<file path="config.mk">
export PLATFORM = sky130hd
export DESIGN_NAME = sdram_arbiter_flat
export DESIGN_NICKNAME = d
export VERILOG_FILES = /design/src/rtl/sdram_arbiter_if.sv /design/src/rtl/sdram_arbiter.sv /design/src/flat_wrapper.sv
export SDC_FILE = /design/constraint.sdc
export NUM_CORES = 1
export LEC_CHECK = 0
export CORE_AREA = 2 2 129 131
export CTS_CLUSTER_DIAMETER = 50
export DETAILED_ROUTE_END_ITERATION = 16
export DIE_AREA = 0 0 131 133
export GPL_TIMING_DRIVEN = 0
export PLACE_DENSITY_LB_ADDON = 0.15
export RECOVER_POWER = 25
export SLEW_MARGIN = 0
export SYNTH_ARGS = -nofsm -noshare
export SYNTH_HDL_FRONTEND = slang
export SYNTH_SLANG_ARGS = --single-unit
export TNS_END_PERCENT = 30
</file>
<file path="constraint.sdc">
create_clock -name clk_i -period 2.18 [get_ports clk_i]
set_input_delay 0.545 -clock clk_i [delete_from_list [all_inputs] [get_ports clk_i]]
set_output_delay 0.545 -clock clk_i [all_outputs]
set_load 0.01 [all_outputs]
</file>
<file path="src/rtl/sdram_arbiter_if.sv">
// ---------------------------------------------------------------------------
// sdram_arbiter_if -- Wishbone bus bundle used on every arbiter port.
//
// Data is named by direction so the same bundle serves both sides:
//   dat_w : master -> slave (write data)
//   dat_r : slave  -> master (read data)
//
// Modports:
//   master : drives cyc/stb/we/adr/dat_w/sel, samples ack/dat_r
//   slave  : samples cyc/stb/we/adr/dat_w/sel, drives ack/dat_r
// ---------------------------------------------------------------------------
interface sdram_arbiter_if #(
    parameter int AWIDTH = 25,
    parameter int DWIDTH = 32
);
    logic                  cyc;
    logic                  stb;
    logic                  we;
    logic [AWIDTH-1:0]     adr;
    logic [DWIDTH-1:0]     dat_w;
    logic [DWIDTH-1:0]     dat_r;
    logic [DWIDTH/8-1:0]   sel;
    logic                  ack;

    modport master (output cyc, stb, we, adr, dat_w, sel, input ack, dat_r);
    modport slave  (input cyc, stb, we, adr, dat_w, sel, output ack, dat_r);
endinterface

</file>
<file path="src/rtl/sdram_arbiter.sv">
// ---------------------------------------------------------------------------
// sdram_arbiter -- two-master Wishbone arbiter in front of the SDRAM port.
//
// Master 0 is the line cache, master 1 a secondary requester (video/DMA).
// Grants are round-robin and held for the whole Wishbone cycle (until the
// owner drops cyc), so cache bursts are never split.  A per-grant stall
// watchdog kicks a master that waits too long for ack, and two saturating
// counters record how often each master was granted.
//
// Ports:
//   clk_i    : clock, rising edge
//   rst_i    : asynchronous reset, active low
//   m0, m1   : slave-side bus ports facing the two masters
//   ram      : master-side bus port facing the SDRAM controller
//   owner    : one-hot current owner (bit0 = m0, bit1 = m1, 00 = none)
//   timeout  : sticky watchdog flag
//   grants0/1: saturating grant counters
//   clr_i    : synchronous clear of timeout and both counters
// ---------------------------------------------------------------------------
module sdram_arbiter #(
    parameter int AWIDTH   = 25,
    parameter int DWIDTH   = 32,
    parameter int TIMEOUT  = 1024,
    parameter int CNTWIDTH = 16
) (
    input  logic                clk_i,
    input  logic                rst_i,
    sdram_arbiter_if.slave      m0,
    sdram_arbiter_if.slave      m1,
    sdram_arbiter_if.master     ram,
    output logic [1:0]          owner,
    output logic                timeout,
    output logic [CNTWIDTH-1:0] grants0,
    output logic [CNTWIDTH-1:0] grants1,
    input  logic                clr_i
);

    localparam logic [1:0] S_IDLE    = 2'd0;
    localparam logic [1:0] S_OWN0    = 2'd1;
    localparam logic [1:0] S_OWN1    = 2'd2;
    localparam logic [1:0] S_RELEASE = 2'd3;

    // Watchdog counts 0..TIMEOUT-1; TIMEOUT >= 2 keeps WDW >= 1.
    localparam int             WDW     = $clog2(TIMEOUT);
    localparam logic [WDW-1:0] WD_LAST = WDW'(TIMEOUT - 1);

    // Request side of one master, bundled so the owner mux is one line.
    typedef struct packed {
        logic                cyc;
        logic                stb;
        logic                we;
        logic [AWIDTH-1:0]   adr;
        logic [DWIDTH-1:0]   dat;
        logic [DWIDTH/8-1:0] sel;
    } wb_req_t;

    logic [1:0]     state;
    logic [1:0]     state_nxt;
    logic           last;       // most recent grantee: 0 = m0, 1 = m1
    logic [WDW-1:0] wd;

    wb_req_t req0, req1, req_sel;
    logic    own0, own1, owning;
    logic    fire;
    logic    gnt0, gnt1;

    assign req0 = {m0.cyc, m0.stb, m0.we, m0.adr, m0.dat_w, m0.sel};
    assign req1 = {m1.cyc, m1.stb, m1.we, m1.adr, m1.dat_w, m1.sel};

    assign own0   = (state == S_OWN0);
    assign own1   = (state == S_OWN1);
    assign owning = own0 | own1;
    assign owner  = {own1, own0};

    // Watchdog fires on the cycle the count sits at TIMEOUT-1: that cycle
    // the bus is withdrawn and the owner is moved to RELEASE.
    assign fire = owning && (wd == WD_LAST);

    // Contention goes to whoever was not granted last.
    assign gnt0 = (state == S_IDLE) && m0.cyc && (!m1.cyc || last);
    assign gnt1 = (state == S_IDLE) && m1.cyc && (!m0.cyc || !last);

    // Outside ownership everything toward the SDRAM is held at zero.
    always_comb begin
        req_sel = '0;
        if (own0)      req_sel = req0;
        else if (own1) req_sel = req1;
    end

    assign ram.cyc   = req_sel.cyc & ~fire;
    assign ram.stb   = req_sel.stb & ~fire;
    assign ram.we    = req_sel.we;
    assign ram.adr   = req_sel.adr;
    assign ram.dat_w = req_sel.dat;
    assign ram.sel   = req_sel.sel;

    // Read data goes to both masters; only the owner ever sees ack.
    assign m0.dat_r = ram.dat_r;
    assign m1.dat_r = ram.dat_r;
    assign m0.ack   = own0 & ram.ack & ~fire;
    assign m1.ack   = own1 & ram.ack & ~fire;

    always_comb begin
        state_nxt = state;
        unique case (state)
            S_IDLE: begin
                if (gnt0)      state_nxt = S_OWN0;
                else if (gnt1) state_nxt = S_OWN1;
            end
            S_OWN0:  if (fire || !m0.cyc) state_nxt = S_RELEASE;
            S_OWN1:  if (fire || !m1.cyc) state_nxt = S_RELEASE;
            default: state_nxt = S_IDLE;
        endcase
    end

    always_ff @(posedge clk_i or negedge rst_i) begin
        if (!rst_i) begin
            state <= S_IDLE;
            last  <= 1'b1;
            wd    <= '0;
        end else begin
            state <= state_nxt;
            if (gnt0)      last <= 1'b0;
            else if (gnt1) last <= 1'b1;
            if (gnt0 || gnt1)
                wd <= '0;
            else if (owning && !fire)
                wd <= ram.ack ? '0 : wd + 1'b1;
        end
    end

    // Statistics; clr_i wins over a same-cycle grant or watchdog event.
    always_ff @(posedge clk_i or negedge rst_i) begin
        if (!rst_i) begin
            timeout <= 1'b0;
            grants0 <= '0;
            grants1 <= '0;
        end else if (clr_i) begin
            timeout <= 1'b0;
            grants0 <= '0;
            grants1 <= '0;
        end else begin
            if (fire)                  timeout <= 1'b1;
            if (gnt0 && grants0 != '1) grants0 <= grants0 + 1'b1;
            if (gnt1 && grants1 != '1) grants1 <= grants1 + 1'b1;
        end
    end

endmodule

</file>
<file path="src/flat_wrapper.sv">
// flat-port wrapper written by rule: the top's interface ports become plain ports
module sdram_arbiter_flat 
#(
    parameter int AWIDTH   = 25,
    parameter int DWIDTH   = 32,
    parameter int TIMEOUT  = 1024,
    parameter int CNTWIDTH = 16
)
  (clk_i, rst_i, owner, timeout, grants0, grants1, clr_i, m0_cyc, m0_stb, m0_we, m0_adr, m0_dat_w, m0_sel, m0_ack, m0_dat_r, m1_cyc, m1_stb, m1_we, m1_adr, m1_dat_w, m1_sel, m1_ack, m1_dat_r, ram_cyc, ram_stb, ram_we, ram_adr, ram_dat_w, ram_sel, ram_ack, ram_dat_r);
  sdram_arbiter_if #(.AWIDTH(AWIDTH), .DWIDTH(DWIDTH)) m0_i ();
  sdram_arbiter_if #(.AWIDTH(AWIDTH), .DWIDTH(DWIDTH)) m1_i ();
  sdram_arbiter_if #(.AWIDTH(AWIDTH), .DWIDTH(DWIDTH)) ram_i ();
  input  logic clk_i;
  input  logic rst_i;
  output logic [1:0] owner;
  output logic timeout;
  output logic [CNTWIDTH-1:0] grants0;
  output logic [CNTWIDTH-1:0] grants1;
  input  logic clr_i;
  input wire logic [$bits(m0_i.cyc)-1:0] m0_cyc;
  input wire logic [$bits(m0_i.stb)-1:0] m0_stb;
  input wire logic [$bits(m0_i.we)-1:0] m0_we;
  input wire logic [$bits(m0_i.adr)-1:0] m0_adr;
  input wire logic [$bits(m0_i.dat_w)-1:0] m0_dat_w;
  input wire logic [$bits(m0_i.sel)-1:0] m0_sel;
  output wire logic [$bits(m0_i.ack)-1:0] m0_ack;
  output wire logic [$bits(m0_i.dat_r)-1:0] m0_dat_r;
  input wire logic [$bits(m1_i.cyc)-1:0] m1_cyc;
  input wire logic [$bits(m1_i.stb)-1:0] m1_stb;
  input wire logic [$bits(m1_i.we)-1:0] m1_we;
  input wire logic [$bits(m1_i.adr)-1:0] m1_adr;
  input wire logic [$bits(m1_i.dat_w)-1:0] m1_dat_w;
  input wire logic [$bits(m1_i.sel)-1:0] m1_sel;
  output wire logic [$bits(m1_i.ack)-1:0] m1_ack;
  output wire logic [$bits(m1_i.dat_r)-1:0] m1_dat_r;
  output wire logic [$bits(ram_i.cyc)-1:0] ram_cyc;
  output wire logic [$bits(ram_i.stb)-1:0] ram_stb;
  output wire logic [$bits(ram_i.we)-1:0] ram_we;
  output wire logic [$bits(ram_i.adr)-1:0] ram_adr;
  output wire logic [$bits(ram_i.dat_w)-1:0] ram_dat_w;
  output wire logic [$bits(ram_i.sel)-1:0] ram_sel;
  input wire logic [$bits(ram_i.ack)-1:0] ram_ack;
  input wire logic [$bits(ram_i.dat_r)-1:0] ram_dat_r;
  assign m0_i.cyc = m0_cyc;
  assign m0_i.stb = m0_stb;
  assign m0_i.we = m0_we;
  assign m0_i.adr = m0_adr;
  assign m0_i.dat_w = m0_dat_w;
  assign m0_i.sel = m0_sel;
  assign m0_ack = m0_i.ack;
  assign m0_dat_r = m0_i.dat_r;
  assign m1_i.cyc = m1_cyc;
  assign m1_i.stb = m1_stb;
  assign m1_i.we = m1_we;
  assign m1_i.adr = m1_adr;
  assign m1_i.dat_w = m1_dat_w;
  assign m1_i.sel = m1_sel;
  assign m1_ack = m1_i.ack;
  assign m1_dat_r = m1_i.dat_r;
  assign ram_cyc = ram_i.cyc;
  assign ram_stb = ram_i.stb;
  assign ram_we = ram_i.we;
  assign ram_adr = ram_i.adr;
  assign ram_dat_w = ram_i.dat_w;
  assign ram_sel = ram_i.sel;
  assign ram_i.ack = ram_ack;
  assign ram_i.dat_r = ram_dat_r;
  sdram_arbiter #(.AWIDTH(AWIDTH), .DWIDTH(DWIDTH), .TIMEOUT(TIMEOUT), .CNTWIDTH(CNTWIDTH)) u_core (.clk_i(clk_i), .rst_i(rst_i), .m0(m0_i), .m1(m1_i), .ram(ram_i), .owner(owner), .timeout(timeout), .grants0(grants0), .grants1(grants1), .clr_i(clr_i));
endmodule
</file>
==> results.toml <==
[place]
placed_area_mm2 = 0.007358
globalplace.congestion = 0.8985
port_buffers = 295
post-place-ws_ns = -1.296
dpl.cell_count = 1095
place_hpwl_mm = 16.34

[yosys]
ys_async_sr_fraction_pct = 100.0
synth_nets = 750
yosysMostFrequentCell = "nand2_1"
ys_ff_latch = 46
syn_inst = 579
ys.flop_type = "dfrtp_1"
ys_seq_area_share_pct = 28.01
synth.top_cell.area_share_pct = 27.37
yosys-top-cells-area = "dfrtp_1 (27%), nand2_1 (13%), buf_4 (12%), o21ai_0 (8.9%), a21oi_1 (3.6%)"
synth_edf_count = 0
ys_warn_count = 0
synth_commonest_cells = "nand2_1 (145), o21ai_0 (73), buf_4 (67)"
syn_avg_cell_area_um2 = 7.105
synth_area_mm2 = 0.004114
synth.distinct_cells = 47
synth_largest_area_cell = "dfrtp_1"

[clock_tree]
cts_sinks = 46
cts_buffer_depth = 2
tritoncts = "built"
cts_max_level = 2
root_buffer = "clkbuf_16"
clk_latency_ns = 0.29
ctsHoldBuffers = 0
clk_pin_slew_ns = 0.07
numCtsBuffers = 5

[layout]
fill_cells = 1535
fin_cells = 1127
drive_gt1_share_pct = 34.18
areaGrowthSynthToFinish_pct = 106.1
fin_area_mm2 = 0.008481
nets = 1077
antenna_cells = 0
fin_util_pct = 52.44

[sta]
setup_violations = 66
fin_crit_sh_pct = 109.3
clock_skew_ns = 0.005940
slew_headroom_pct = 19.39
rsz0062_at_grt = "yes"
setup_slack_ns = -0.2031
hold_violations = 0
finalCriticalPeriod_ns = 2.383
drv_slew = 0
fmax_mhz = 419.6
worstMarginPinSlew_ns = 1.209

[critical_path]
cp_max_fo = 4
worstPathArrival_ns = 1.84
cp_slowest_stage_delay_ns = 0.45
worst_path_max_delay_cell = "or4_4"
cp-end-kind = "primary output"
required_ns = 1.63
path_cells = "inv_2 -> ha_4 -> inv_4 -> or4_4 -> and3_1 -> buf_6"
critical_path_class = "register to primary output"
cp-start-kind = "register"

[outcome]
status = "finished, violations left"
violations = "setup timing"

[pwr]
clkPwrFrac_pct = 10.8
p_sw_uw = 3477
intPower_uw = 4295
switching_share_pct = 44.74
combPwrFrac_pct = 76.6
power.total_uw = 7772
ir_drop_uv = 397.1
pwr_density_cell_mw_per_mm2 = 916.5
p_leak_uw = 0.003539
pwr-share-seq_pct = 12.6

[detailed_routing]
wirelength_mm = 21.27
vias_per_cell = 4.755
first_pass_iters = 4
routedWlPerCell_um = 18.87
ant_nets = 0
drc = 0
drt-initial-drc-count = 195
via_count = 5359

[grt]
antenna_found_initial = 0
gr-total-overflow = 0
grt_use_total_pct = 22.53
grt_pass1_vias = 4869
grt_max_degree = 27
grt_pass1_wl_mm = 29.73

[floorplanning]
start_util_pct = 25.44
io_pins = 329
core_mm2 = 0.01617
dieArea_mm2 = 0.01742
die_h_um = 133
fp.dieW_um = 131
row_count = 47

[hold_path]
hold_class = "input pin to asynchronous set/reset pin"

[job]
maxCapViolations = 0
cell usage in the layout (no fill, tap or decap), types with 16 or more instances in the layout:
cell,count
nand2_1,107
dfrtp_1,43
a21oi_1,27
nand2_4,17
nand3_1,17
buf_4,90
clkdlybuf4s50_1,225
buf_6,27
nand2_2,22
buf_2,41
nor2_1,22
o21ai_1,35
o21ai_4,16
repair_timing:
| item | 4_1_cts | 5_1_grt |
|---|---|---|
| gates cloned | 4 | 4 |
| pin swaps | 27 | 17 |
| resized for setup | 529 | 109 |
| endpoints found under the setup margin | 88 | 101 |
| buffers inserted | 12 | 5 |
area by class of cell:
type	count	area (um^2)	share of cell area [%]
multi-input combinational	425	2868	33.82
sequential	46	1155	13.62
inverter	9	36.28	0.4279
clock buffer	7	152.6	1.800
clock inverter	1	8.758	0.1033
buffer	99	935.9	11.04
timing repair buffer	320	3049	35.95
tap	220	275.3	3.246
per-stage QoR:
stage / hold slack (ns) / TNS (ns)
after global routing: 0.5197 / -8.927
final: 0.4824 / -5.132
after floorplan: 0.2494 / -0.2517
after global placement: 0.4685 / -116.15
after detailed placement: 0.4772 / -76.77
after CTS: 0.2436 / -5.311
cell families after synthesis:
logic type / Yosys count / share of synthesized area, %
AND/OR/NAND/NOR: 269 / 31.27
adder cells (fa/ha/maj): 7 / 2.129
multiplexers: 14 / 3.771
AO/OA/AOI/OAI: 133 / 18.28
buffers and inverters: 109 / 16.33
XOR/XNOR: 1 / 0.2129
flip-flops: 46 / 28.01
power groups by stage:
| stage | clock [uW] | sequential (uW) | combinational, uW |
|---|---|---|---|
| 2_1_floorplan | 0 | 988 | 1830 |
| 3_3_place_gp | 0 | 996 | 4250 |
| 3_5_place_dp | 0 | 997 | 4240 |
| 4_1_cts | 854 | 978 | 5380 |
| 5_1_grt | 885 | 989 | 6270 |
| 6_report | 840 | 980 | 5950 |
state kept, by name, summed over array words and instances, names as in the netlist:
register        flops
u_core.wd          10
u_core.timeout      1
u_core.state        2
u_core.last         1
u_core.grants1     16
u_core.grants0     16
routing by layer:
layer  wire (um)  global-route usage [%]
met1        9028                   30.72
met4         456                   5.437
met5           0                       0
met2        9688                   35.38
met3        2092                   6.066
critical path, delay by kind of cell (launching register included):
kind	cells	cell delay (ns)
flops	1	0.39
buf+inv	3	0.24
simple gates	2	0.63
fa+ha+maj	1	0.29
path summary, 6_finish.rpt:
kind | from | to | slack (ns) | cells past startpoint
setup / recovery | u_core.state[0]$_DFFE_PN0P_ | m1_ack | -0.20 | 6
hold / removal | rst_i | u_core.grants0[14]$_DFFE_PN0P_ | 0.48 | 1
setup reg to reg | u_core.state[1]$_DFFE_PN0P_ | u_core.grants0[7]$_DFFE_PN0P_ | -0.02 | 8
hold reg to reg | u_core.last$_DFFE_PN1N_ | u_core.last$_DFFE_PN1N_ | 0.49 | 2
max in group asynchronous | rst_i | u_core.wd[7]$_DFFE_PN0P_ | 0.33 | 2
min in group clk_i | u_core.last$_DFFE_PN1N_ | u_core.last$_DFFE_PN1N_ | 0.49 | 2
Power figures use the tool's default switching activity.
